### src/rtl/if_stage.sv
// rtl/if_stage.sv - instruction fetch stage with IF/ID pipeline register
//
// Purpose:
//   Owns the PC and keeps at most one instruction-memory request in flight.
//   The fetched word goes to decode as {instruction, PC, valid}. Decode
//   resolves branches, jumps, exceptions and interrupts, and those redirects
//   are applied here. The hazard unit can stall the stage.
//
// Ports:
//   clk, reset            clock; asynchronous active-low reset
//   Stall                 hold PC and IF/ID (an in-flight response is captured)
//   Branch, BranchCond    conditional branch in ID and its outcome
//   Jump[1:0]             00 none, 01/11 j/jal, 10 jr/jalr
//   JumpTarget            branch / j / jal target
//   JumpRegTarget         forwarded rs value for jr/jalr
//   Exception             undefined instruction in ID
//   Interrupt             level interrupt request (ignored in kernel mode)
//   imem_req, imem_addr   fetch request, address = PC
//   imem_valid, imem_rdata  fetch response
//   IFID_Instruction, IFID_PC, IFID_Valid  pipeline register to decode
module if_stage #(
  parameter logic [31:0] RESET_PC = 32'h8000_0000,
  parameter logic [31:0] ILLOP_PC = 32'h8000_0004,
  parameter logic [31:0] XADR_PC  = 32'h8000_0008
) (
  input  logic        clk,
  input  logic        reset,
  input  logic        Stall,
  input  logic        Branch,
  input  logic        BranchCond,
  input  logic [1:0]  Jump,
  input  logic [31:0] JumpTarget,
  input  logic [31:0] JumpRegTarget,
  input  logic        Exception,
  input  logic        Interrupt,
  output logic        imem_req,
  output logic [31:0] imem_addr,
  input  logic        imem_valid,
  input  logic [31:0] imem_rdata,
  output logic [31:0] IFID_Instruction,
  output logic [31:0] IFID_PC,
  output logic        IFID_Valid
);

  typedef enum logic [1:0] {
    S_REQ,
    S_WAIT,
    S_HOLD,
    S_DISCARD
  } state_t;

  state_t      state;
  logic [31:0] pc;
  logic [31:0] holdInstr;

  logic        irqTake;
  logic        redirect;
  logic [31:0] redirectPc;
  logic [31:0] pcPlus4;
  logic        waitingResp;
  logic        stillOutstanding;

  // Kernel mode (PC[31]=1) is never interrupted.
  assign irqTake = Interrupt & ~pc[31];

  // Exception and interrupt act even while stalled; control-flow redirects
  // from decode are only valid when ID is not stalled.
  assign redirect = Exception | irqTake |
                    (~Stall & ((Jump != 2'b00) | (Branch & BranchCond)));

  always_comb begin
    redirectPc = JumpTarget;
    if (Exception) begin
      redirectPc = ILLOP_PC;
    end else if (irqTake) begin
      redirectPc = XADR_PC;
    end else if (Jump == 2'b10) begin
      redirectPc = JumpRegTarget;
    end
  end

  // Increment within the current address space; PC[31] never changes here.
  assign pcPlus4 = {pc[31], pc[30:0] + 31'd4};

  // A response is only sampled in states that have a request outstanding.
  assign waitingResp = (state == S_WAIT) | (state == S_DISCARD);

  // True when, after this edge, memory still owes us a response: either the
  // request issued this cycle or one that has not answered yet. A redirect
  // must then park in S_DISCARD to swallow it.
  assign stillOutstanding = (state == S_REQ) | (waitingResp & ~imem_valid);

  assign imem_req  = (state == S_REQ);
  assign imem_addr = pc;

  always_ff @(posedge clk or negedge reset) begin
    if (!reset) begin
      state            <= S_REQ;
      pc               <= RESET_PC;
      holdInstr        <= 32'h0;
      IFID_Instruction <= 32'h0;
      IFID_PC          <= 32'h0;
      IFID_Valid       <= 1'b0;
    end else if (redirect) begin
      // No delay slot: whatever was fetched or held is dropped.
      pc               <= redirectPc;
      IFID_Instruction <= 32'h0;
      IFID_PC          <= 32'h0;
      IFID_Valid       <= 1'b0;
      state            <= stillOutstanding ? S_DISCARD : S_REQ;
    end else begin
      case (state)
        S_REQ: begin
          state <= S_WAIT;
          if (!Stall) begin
            IFID_Instruction <= 32'h0;
            IFID_PC          <= 32'h0;
            IFID_Valid       <= 1'b0;
          end
        end

        S_WAIT: begin
          if (imem_valid) begin
            if (!Stall) begin
              IFID_Instruction <= imem_rdata;
              IFID_PC          <= pc;
              IFID_Valid       <= 1'b1;
              pc               <= pcPlus4;
              state            <= S_REQ;
            end else begin
              // Decode cannot accept yet; park the word until the stall lifts.
              holdInstr <= imem_rdata;
              state     <= S_HOLD;
            end
          end else if (!Stall) begin
            IFID_Instruction <= 32'h0;
            IFID_PC          <= 32'h0;
            IFID_Valid       <= 1'b0;
          end
        end

        S_HOLD: begin
          if (!Stall) begin
            IFID_Instruction <= holdInstr;
            IFID_PC          <= pc;
            IFID_Valid       <= 1'b1;
            pc               <= pcPlus4;
            state            <= S_REQ;
          end
        end

        S_DISCARD: begin
          // The stale response belongs to an abandoned path; drop its data.
          if (imem_valid) begin
            state <= S_REQ;
          end
          if (!Stall) begin
            IFID_Instruction <= 32'h0;
            IFID_PC          <= 32'h0;
            IFID_Valid       <= 1'b0;
          end
        end

        default: begin
          state <= S_REQ;
        end
      endcase
    end
  end

endmodule

### config.mk
export PLATFORM = sky130hd
export DESIGN_NAME = if_stage
export DESIGN_NICKNAME = d
export VERILOG_FILES = /design/src/rtl/if_stage.sv
export SDC_FILE = /design/constraint.sdc
export NUM_CORES = 1
export LEC_CHECK = 0
export CAP_MARGIN = 20
export CORE_ASPECT_RATIO = 0.6
export CORE_MARGIN = 8
export CORE_UTILIZATION = 40
export DETAILED_ROUTE_END_ITERATION = 8
export PLACE_DENSITY = 0.7
export RECOVER_POWER = 50
export REMOVE_ABC_BUFFERS = 1
export SETUP_SLACK_MARGIN = 0.02
export SLEW_MARGIN = 20
export SYNTH_ARGS = -nofsm -noshare
export SYNTH_HDL_FRONTEND = slang
export SYNTH_SLANG_ARGS = --single-unit
### constraint.sdc
create_clock -name clk -period 5 [get_ports clk]
set_input_delay 1 -clock clk [delete_from_list [all_inputs] [get_ports clk]]
set_output_delay 1 -clock clk [all_outputs]
set_load 0.01 [all_outputs]
; ---- After elaboration in Yosys (flattened, before gate mapping)
; Index checks and enable logic that the tools add are counted.
[totals]
register_bits = 131
elab_cells = 66
out_inout_bits = 98
input_bits = 106
[classes]
n_reduce_logical = 8
muxes = 30
n_addsub = 1
eq_ne = 8
n_bitwise = 13
[op_table]
columns = operator, count
row1 = $mux 32, 14
row2 = $pmux 32 s3, 2
row3 = $pmux 32 s2, 1
row4 = $add 31x3->31 const B, 1
row5 = $mux 31, 1
row6 = $mux 2, 6
row7 = $ne 3x3->1 const B, 3
row8 = $pmux 2 s4, 1
row9 = $eq 2x2->1 const B, 3
row10 = $or 1x1->1, 5
row11 = $and 1x1->1, 4
row12 = $mux 1, 4
row13 = $ne 4x4->1 const B, 1
row14 = $not 1->1, 4
row15 = $reduce_and 2->1, 2
row16 = $reduce_and 4->1, 1
row17 = $pmux 1 s3, 1
row18 = $reduce_and 3->1, 1
row19 = $reduce_bool 3->1, 1
row20 = $eq 2x1->1 const B, 1
row21 = $logic_not 2->1, 1
row22 = $reduce_bool 2->1, 1
row23 = $reduce_or 2->1, 1

; ---- Depth between registers and ports, before layout
[logic_depth]
word_depth = 6
ltp_mapped = 9
depth_no_buf = 7

; ---- Worst setup path before layout
; Ideal clock, no wire load.
[synth_path]
kind = input port to flip-flop
from = input Interrupt
to = register holdInstr[21]
cell_stages = 5
n_path_buf = 1
slack_ns = 2.552
arrival_ns = 2.323
setup_time_ns = 0.125
required_time_ns = 4.875
cell_sequence = nor2b_1 > or3_1 > nor2_1 > buf_2 > mux2_2
[synth_via]
elab_chain_len = 5
[synth_lines]
columns = item, line
row1 = start: declaration, 35  ; input logic Interrupt,
row2 = $and 1x1->1, 64  ; assign irqTake = Interrupt & ~pc[31];
row3 = $or 1x1->1 (2 in series), 68  ; assign redirect = Exception | irqTake |
row4 = $not 1->1 (no source line), n/a
row5 = $reduce_and 4->1 (no source line), n/a
row6 = end signal: assignment, 132  ; holdInstr <= imem_rdata;
row7 = end: declaration, 54  ; logic [31:0] holdInstr;
; No other way between the ends.
; A chain may end at the register's enable or synchronous reset.

; ---- Worst setup path in the final report
[layout_path]
from = input Interrupt
to = register pc[30], in the netlist imem_addr[30]
[layout_via]
elab_chain_len = 5
elab_cells_between_ends = 9
cone_classes = eq/ne (1) / mux (3) / bitwise (3) / reduce/logical (2)
[layout_lines]
columns = item, line
row1 = $and 1x1->1 (*), 64
row2 = $or 1x1->1 (2 in series), 68
row3 = $ne 3x3->1 (no source line) or $reduce_bool 3->1 (tied branches), n/a
row4 = $reduce_and 2->1 (no source line), n/a
row5 = end signal: assignment, 106  ; pc <= redirectPc;
row6 = end signal: assignment, 128  ; pc <= pcPlus4;
row7 = end signal: assignment, 147  ; pc <= pcPlus4;
row8 = end: declaration, 53  ; logic [31:0] pc;
; Every way passes the cells marked *; elsewhere a longest branch is shown, timed or not.

==> run_results.csv <==
group,metric,value,unit
routing,vias,6139,
clock_tree,ctsResizeCount,0,
timing,hold_violations,0,
routing,viasPerCell,5.78,
layout,diodes,0,
logic_synthesis,syn_inst,651,
run,maxCapViolCount,1,
clock_tree,clk_latency,0.41,ns
setup_path,cp_slowest_stage_delay,0.76,ns
power_and_ir_drop,p_leak,4.29,nW
setup_path,worstSetupStartpointType,"input pin",
timing,hold_ws,0.481,ns
placed_design,dp.final_hpwl,15.5,mm
layout,nets,952,
layout,layoutNonFillerInstCount,1063,
clock_tree,hold_buffers,0,
timing,post-route-period-util,66.9,%
clock_tree,cts_buffers,17,
floorplanning,ios,204,
clock_tree,clkSinkCount,131,
setup_path,worst-endpoint-arrival,3.68,ns
placed_design,place_congestion,0.825,
power_and_ir_drop,peakVddDrop,0.000226,V
global_route,grt_util_all_layers,20.8,%
layout,fillers,1371,
power_and_ir_drop,pwr-share-clk,38.5,%
placed_design,placed_cells,1031,
logic_synthesis,synth-edff-count,0,
floorplanning,row_count,36,
power_and_ir_drop,p_seq_share,39.9,%
timing,period_needed,3.35,ns
power_and_ir_drop,power.internal,2.40,mW
global_route,grt_overflow,0,
timing,slew_violations,94,
logic_synthesis,synth_flop_cell,"dfrtp_1",
layout,area_growth,43.8,%
logic_synthesis,ys.warnings.count,0,
setup_path,crit_chain,"clkdlybuf4s50_1 -> nor2b_1 -> nor2_1 -> clkbuf_1 -> nand3_1 -> or4_1 -> o211ai_1",
layout,post-route-util,58.2,%
global_route,antenna_found_initial,0,
setup_path,path_class,"in -> reg",
clock_tree,cts_tree,"done",
global_route,grt_pass1_wl,34.3,mm
routing,drtPass1Iterations,8,
setup_path,critPathRequiredTime,5.33,ns
logic_synthesis,ys_seq_area_share,50.4,%
clock_tree,clk_path_buf_depth,2,
clock_tree,clkTransAtPathRegs,0.06,ns
timing,fmax,0.299,GHz
routing,ant_nets,0,
logic_synthesis,yosys.area.top_type,"dfrtp_1",
worst_hold_path,hold_path.class,"reg -> reg",
placed_design,placed_area,0.00875,mm^2
logic_synthesis,synth_top_area_share,50.0,%
floorplanning,die_h,115,um
logic_synthesis,synthArstFlopShare,100,%
power_and_ir_drop,powerDensity,366,mW/mm^2
power_and_ir_drop,p_total,3.42,mW
routing,drt_iter0_markers,638,
setup_path,end_kind,"register",
timing,worst_slack,1.65,ns
floorplanning,core_area,0.0161,mm^2
global_route,grt_start_max_net_pins,94,
floorplanning,die_area,0.0207,mm^2
routing,routed_wirelength,21.7,mm
setup_path,r2r_slack,2.17,ns
routing,drcViolationCount,0,
logic_synthesis,ys_types,55,
setup_path,crit_family,"simple AND/OR/NAND/NOR gates",
power_and_ir_drop,power_switching,1.02,mW
logic_synthesis,ys_seq_elements,131,
placed_design,dp_slack,1.49,ns
layout,drive_above_1_share,10.2,%
timing,relSlewSlack,-57.6,%
global_route,grt_pass1_vias,6224,
logic_synthesis,syn_avg_cell_area,10.0,um^2
placed_design,io_buffer_count,203,
timing,finalSetupViolCount,0,
setup_path,slowest_stage,"clkbuf_1",
routing,wl_per_cell,20.4,um
power_and_ir_drop,pwr-share-comb,21.6,%
timing,worst_pin_slew,2.36,ns
floorplanning,start_util,40.5,%
power_and_ir_drop,swShare,29.9,%
timing,grt_setup_unrepaired,"no",
timing,fin_skew,0.00971,ns
clock_tree,cts_root_buffer,"clkbuf_16",
timing,tns,0,ns
floorplanning,die_x,181,um
run_status,status,"finished with violations",
clock_tree,post_cts_buffers,0,
run_status,violations,"max-capacitance violations, max-slew violations",
setup_path,crit_fanout,20,
layout,final_area,0.00936,mm^2
logic_synthesis,netlist_area,0.00651,mm^2
setup_path,cp_num_buf_inv,2,
clock_tree,h-tree-depth,4,
logic_synthesis,synth_area_leaders,"dfrtp_1, mux2i_1, mux2_2",
==> cell usage after synthesis (3+ instances only) <==
library cell / instances
a32o_1: 3
dfrtp_1: 130
o2bb2ai_1: 3
nand2_1: 72
a21oi_1: 37
inv_1: 38
a222oi_1: 31
nand4_1: 8
a211oi_1: 4
nor3_1: 13
buf_1: 7
nand2b_1: 8
or4_1: 3
nand3_1: 21
a211o_1: 3
clkbuf_1: 29
ha_1: 5
o311ai_1: 6
nor4_1: 5
nor2b_1: 3
buf_2: 7
nor2_1: 56
mux2_2: 30
and3_1: 9
a31oi_1: 6
o211ai_1: 7
o31ai_1: 3
mux2i_1: 43
o22ai_1: 6
a311oi_1: 3
o21ai_0: 20
==> logic make-up (layout without fill, tap and decap cells) <==
logic type / Yosys count / in the layout / synth area share [%]
compound gates: 148 / 148 / 16.6
fa+ha+maj: 5 / 5 / 0.961
buf+inv: 82 / 285 / 4.92
flops: 131 / 131 / 50.4
mux: 75 / 75 / 12.1
simple gates: 210 / 210 / 15.0
==> placed cells by master, fill, tap and decap left out, types with 7 or more instances in the layout <==
master,n
a21oi_1,35
dlygate4sd3_1,48
clkbuf_16,17
nand2_1,72
dfrtp_1,130
o211ai_1,7
clkdlybuf4s50_1,153
inv_1,38
o21ai_0,20
buf_4,10
nand2b_1,8
and3_1,9
nor3_1,13
mux2i_1,43
mux2_2,30
nand3_1,21
nand4_1,8
nor2_1,54
a222oi_1,31
==> worst register-to-register path, delay by kind of cell, from the launching register on <==
kind | cells | cell delay [ns]
AOI/OAI and AO/OA | 1 | 0.10
buffers and inverters | 1 | 0.76
DFF | 1 | 0.57
and+or+nand+nor | 4 | 1.32
==> per-layer routing <==
| metal | GRT usage, % | vias to the layer above | routed length, um |
|---|---|---|---|
| met5 | 0 | - | 0 |
| met4 | 6.85 | 0 | 305 |
| met3 | 5.68 | 25 | 1630 |
| li1 | - | 2785 | - |
| met1 | 27.9 | 3078 | 9820 |
| met2 | 32.2 | 251 | 9930 |
==> power groups by stage <==
stage               sequential, mW  combinational [mW]  clock [mW]
finish                        1.36               0.740        1.32
global route                  1.39               0.810        1.39
global placement              1.36               0.722           0
floorplan                     1.36               0.382           0
detailed placement            1.38               0.745           0
CTS                           1.36               0.751        1.34
==> final timing paths <==
| check | from | end | cells past startpoint |
|---|---|---|---|
| max in group asynchronous | reset | imem_addr[17] | 2 |
| worst max-delay path | Interrupt | imem_addr[30] | 7 |
| worst min-delay path | holdInstr[30] | IFID_Instruction[30] | 2 |
| worst max register to register | imem_addr[31] | imem_addr[30] | 6 |
| min in group asynchronous | reset | IFID_Instruction[24] | 1 |
| worst min register to register | holdInstr[30] | IFID_Instruction[30] | 2 |
==> flip-flops by register name, indices dropped and copies added (netlist names) <==
signal	flops
imem_addr	32
IFID_Valid	1
state	2
IFID_PC	32
holdInstr	32
IFID_Instruction	32
==> area by class of cell <==
class,instances,area (um^2),area share (%)
sequential,131,3280,35.0
multi-input combinational,438,2950,31.5
timing repair buffer,215,2110,22.5
clock buffer,18,429,4.59
tap,209,262,2.79
clock inverter,14,191,2.05
inverter,38,143,1.52
(Power assumes the default switching activity.)
